==> config.mk <==
export PLATFORM = sky130hd
export DESIGN_NAME = s2p_param
export DESIGN_NICKNAME = d
export VERILOG_FILES = /design/src/rtl/s2p_param.sv
export SDC_FILE = /design/constraint.sdc
export NUM_CORES = 1
export LEC_CHECK = 0
export CAP_MARGIN = 20
export CORE_AREA = 5 5 42 44
export CTS_CLUSTER_SIZE = 25
export DETAILED_ROUTE_END_ITERATION = 10
export DIE_AREA = 0 0 47 49
export PLACE_DENSITY_LB_ADDON = 0.12
export SLEW_MARGIN = 10
export SYNTH_ARGS = -nofsm -noshare
export SYNTH_HDL_FRONTEND = slang
export SYNTH_SLANG_ARGS = --single-unit
==> constraint.sdc <==
create_clock -name clk -period 4.35 [get_ports clk]
set_clock_uncertainty 0.1 [all_clocks]
set_input_delay 0.87 -clock clk [delete_from_list [all_inputs] [get_ports clk]]
set_output_delay 0.87 -clock clk [all_outputs]
set_load 0.1 [all_outputs]
==> src/rtl/s2p_param.sv <==
// Serial-to-parallel converter with a one-word registered output slot.
// Optional partial-word flush and bit count output under S2P_FLUSH_EN.
module s2p_param #(
    parameter int DW        = 6,
    parameter bit MSB_FIRST = 1'b0
) (
    input  logic          clk,
    input  logic          rst,
    input  logic          valid_a,
    input  logic          data_a,
    output logic          ready_a,
    output logic          valid_b,
    input  logic          ready_b,
    output logic [DW-1:0] data_b
`ifdef S2P_FLUSH_EN
    ,
    input  logic                   flush,
    output logic [$clog2(DW+1)-1:0] cnt_b
`endif
);
    localparam int CW = $clog2(DW+1);

    logic [CW-1:0] cnt;
    logic [DW-1:0] acc;
    logic [DW-1:0] acc_nx;
    logic          xfer;
    logic          last;
    logic          free;
    logic          stall;

    always_comb begin
        if (MSB_FIRST) acc_nx = {acc[DW-2:0], data_a};
        else           acc_nx = {data_a, acc[DW-1:1]};
    end

    // Output slot can take a new word when empty or draining this cycle.
    assign free    = !valid_b || ready_b;
    assign ready_a = !rst && !stall &&
                     !(cnt == CW'(DW-1) && valid_b && !ready_b);
    assign xfer    = valid_a && ready_a;
    assign last    = xfer && (cnt == CW'(DW-1));

`ifdef S2P_FLUSH_EN
    logic          pend;
    logic          fl_go;
    logic [CW-1:0] k;
    logic [DW-1:0] word;
    logic [DW-1:0] part;

    assign stall = pend;
    assign k     = cnt + CW'(xfer);
    assign fl_go = (flush || pend) && !last && (k != '0);

    // Align the k collected bits to the low end (LSB-first) or high end.
    always_comb begin
        word = xfer ? acc_nx : acc;
        if (MSB_FIRST) part = word << (CW'(DW) - k);
        else           part = word >> (CW'(DW) - k);
    end
`else
    assign stall = 1'b0;
`endif

    always_ff @(posedge clk or posedge rst) begin
        if (rst) begin
            cnt     <= '0;
            acc     <= '0;
            data_b  <= '0;
            valid_b <= 1'b0;
`ifdef S2P_FLUSH_EN
            pend    <= 1'b0;
            cnt_b   <= '0;
`endif
        end
`ifdef S2P_FLUSH_EN
        else if (fl_go && free) begin
            cnt     <= '0;
            acc     <= '0;
            data_b  <= part;
            cnt_b   <= k;
            valid_b <= 1'b1;
            pend    <= 1'b0;
        end
`endif
        else begin
            if (xfer) begin
                acc <= acc_nx;
                cnt <= last ? '0 : cnt + CW'(1);
            end
            if (last) begin
                data_b  <= acc_nx;
                valid_b <= 1'b1;
`ifdef S2P_FLUSH_EN
                cnt_b   <= CW'(DW);
`endif
            end else if (ready_b) begin
                valid_b <= 1'b0;
            end
`ifdef S2P_FLUSH_EN
            if (fl_go) pend <= 1'b1;
`endif
        end
    end
endmodule

Yosys cells after proc, flatten, opt, wreduce, memory -nomap -nowiden
Cells that the tools add are included.

word-level totals
  register bits after elaboration = 16
  latch bits = 0
  bits in writable memories = 0
  ROM bits = 0
  input bits = 5
  output and inout bits = 8
  word-level logic and storage cells = 18
  memories = 0

operators by class
  $add $sub $neg = 1
  $mul = 0
  divide/modulo/power cells = 0
  $lt $le $gt $ge = 0
  eq/ne operators = 1
  shifts and indexed selects = 0
  muxes and demuxes = 3
  bitwise operators = 0
  reduce and logical (&&, ||, !) cells = 9

operators by type and width
  operator                                                        count
  1-bit logical AND                                               5
  3-bit by 1-bit adder with 3-bit output (second input constant)  1
  3-bit equality test (second input constant)                     1
  1-bit zero test                                                 3
  3-bit 2-to-1 mux                                                1
  1-bit 2-to-1 mux                                                2
  2-bit nonzero test                                              1

Depth between registers and ports, before layout
  depth in word-level cells = 8
  mapped depth = 6
  depth with buffers taken out = 5

Worst setup path before layout
OpenSTA, ideal clock, no wires.

  path kind = register to output
  start point = register valid_b
  end point = output ready_a
  data arrival time = 2535 ps
  data required time = 3380 ps
  path slack = 845 ps
  cell stages (with the launch flop) = 3
  buffers on the path = 0
  cell sequence = dfrtp_1 nor2b_2 a21oi_1

between the ends
  word-level cells in the longest chain between the ends = 4

RTL lines
  element                          line  text
  start, declared                  12    output logic valid_b,
  start signal, assigned           69    valid_b <= 1'b0;
  start signal, assigned           92    valid_b <= 1'b1;
  start signal, assigned           97    valid_b <= 1'b0;
  1-bit logical AND (2 in series)  39    !(cnt == CW'(DW-1) && valid_b && !ready_b);
  1-bit zero test                  39
  1-bit logical AND                38    assign ready_a = !rst && !stall &&
  end, declared                    11    output logic ready_a,

Every way passes these cells.

Worst setup path in the final report
  start point = input ready_b
  end point = output ready_a

between the ends
  word-level cells in the longest chain between the ends = 4

RTL lines
  element            line  text
  start, declared    13    input logic ready_b,
  1-bit zero test    39
  1-bit logical AND  39
  1-bit zero test    39
  1-bit logical AND  38

Every way passes these cells.

==> run metrics <==
Setup CP Type=input pin to output port; Worst-path clk slew=80 ps; Critical Path RT=3380 ps; final period utilization=64.9%; Synth Area per Inst=14.5 um^2; PostCTS Resize Cnt=0; DIE WIDTH=47 um; crit path time final=2820 ps; DR DRC count=0; placed insts=72; layout cells sized above 1=33.3%; Fillers=121; DRT Pass-1 Iters=3; met3 usage=2.21%; Yosys top cell area share=57.7%; crit-path cells=clkdlybuf4s50_1 -> nor2b_2 -> a21oi_1 -> buf_4; synth top area cells=dfrtp_1 (58%), mux2_2 (19%), ha_1 (3.8%); met1 GRT Util=13.1%; Final nets=68; Final Slew Violations=0; DP HPWL=881 um; most frequent cells in the layout=dfrtp_1 (15), mux2_2 (11), clkdlybuf4s50_1 (11); Cells after Synth=45; Area Growth Syn to Fin=24.4%; RSZ-0062 raised after global routing=false; n_diodes=0; Finish-stage setup viols=0; Post-Layout Cell Count=76; Ports=13; GR Util met2=18.8%; Synth cell types=16; register area share after synthesis=57.7%; number of cell rows=14; TritonCTS clock tree=built; Clock Latency Late Sink=280 ps; CP Capture Type=output port; Worst Path Arrival=1850 ps; status=finished, final reports clean; Total Die Area=2300 um^2; hold-fix buffers at CTS=0; FF+latch count, synth=15; Core Area=1400 um^2; initial antenna violation count=0; Die Ht=49 um; Final Core Density=57.8%; CTS sink count=15; cell taking the most area after synthesis=dfrtp_1; first-pass GRT wire length=1.97 mm; wire per inst=14.8 um; post-route ant nets=0; pin count of the biggest net entering global routing=17; postcts setup bufs=0; H-tree depth=1; Starting DRT DRC Count=4; total CTS buffers=3; commonest non-fill, non-tap cell in the layout=dfrtp_1; syn_nets=52; initial core utilization=46.4%; vias in the first global route=452; crit-path max cell delay=470 ps; peak fanout along the critical path=4; worst min-delay path class=flop to flop; Syn Std Cell Area=651 um^2; post-DR vias/cell=5.28; gr ovfl total=0; root buffer cell=clkbuf_4; Slew @ Worst Pin=987 ps; Top Usage Layer GRT=met2; Placer Congestion=0.758; Fin. Hold Viols=0; Slowest-stage cell, CP=clkdlybuf4s50_1; Rel. slew slack=34.0%; Setup TNS Final=0 ps; gr usage total=12.3%; DR vias=401; MaxCap Viol Count=0; clock buffer depth=2; Buffers on Ports=12; fmax=354 MHz; Routed WL=1.12 mm; Ys Warns=0; startpoint types=input pin
==> synthesized netlist by cell type <==
master	count
dfrtp_1	15
ha_1	2
mux2_2	11
inv_1	2
nor3_1	2
nand2b_4	1
buf_2	1
o22a_1	1
a21oi_1	1
nor2b_2	1
and2_4	1
a21o_1	3
and3_1	1
or2_2	1
nor3b_4	1
o21ai_0	1
==> flip-flops by register name, indices dropped and copies added (netlist names) <==
register	flops
acc	5
cnt	3
data_b	6
valid_b	1
==> stage by stage <==
| step | cell area [um^2] | hold WS (ps) | setup slack [ps] |
|---|---|---|---|
| finish | 810 | 412 | 1530 |
| global route | 810 | 435 | 1450 |
| detailed placement | 783 | 398 | 1530 |
| CTS | 810 | 418 | 1520 |
| floorplan | 651 | 374 | 845 |
| global placement | 783 | 385 | 1550 |
==> worst max-delay path: cells and delay by family <==
kind,cells,cell delay (ps)
simple gates,1,70
buf+inv,2,780
compound gates,1,140
==> final timing paths <==
| check | start | end | slack, ps | depth (start not counted) |
|---|---|---|---|---|
| max in group asynchronous | rst | cnt[0] | 2860 | 2 |
| min in group asynchronous | rst | valid_b | 920 | 2 |
| hold reg to reg | data_b[0] | data_b[0] | 410 | 1 |
| setup reg to reg | cnt[1] | data_b[1] | 2530 | 5 |
| setup / recovery | ready_b | ready_a | 1530 | 4 |
| hold / removal | data_b[0] | data_b[0] | 410 | 1 |
==> cell families (layout without fill, tap and decap cells) <==
group | Yosys count | in the layout | synth area share [%]
flip-flops | 15 | 15 | 57.7
multiplexers | 11 | 11 | 19.0
buffers and inverters | 3 | 18 | 1.92
AND/OR/NAND/NOR | 8 | 8 | 11.2
AO/OA/AOI/OAI | 6 | 6 | 6.34
adder cells (fa/ha/maj) | 2 | 2 | 3.85
==> layout make-up <==
cell class | instances | area (um^2) | area share [%]
Timing Repair Buffer | 12 | 118 | 14.5
Tap cell | 16 | 20.0 | 2.47
Sequential cell | 15 | 375 | 46.4
Multi-Input combinational cell | 27 | 263 | 32.5
Inverter | 2 | 7.51 | 0.927
Clock buffer | 4 | 26.3 | 3.25
==> metal layers <==
layer,routed length (um),vias to the layer above,share of wire (%)
met2,609,12,54
met1,406,198,36
met5,0,-,0
met3,64,4,5.7
li1,-,187,-
met4,44,0,3.9
Power is left out: the tool's default activity adds up to more than one toggle a clock period on the data nets, which glitch-free logic cannot reach.
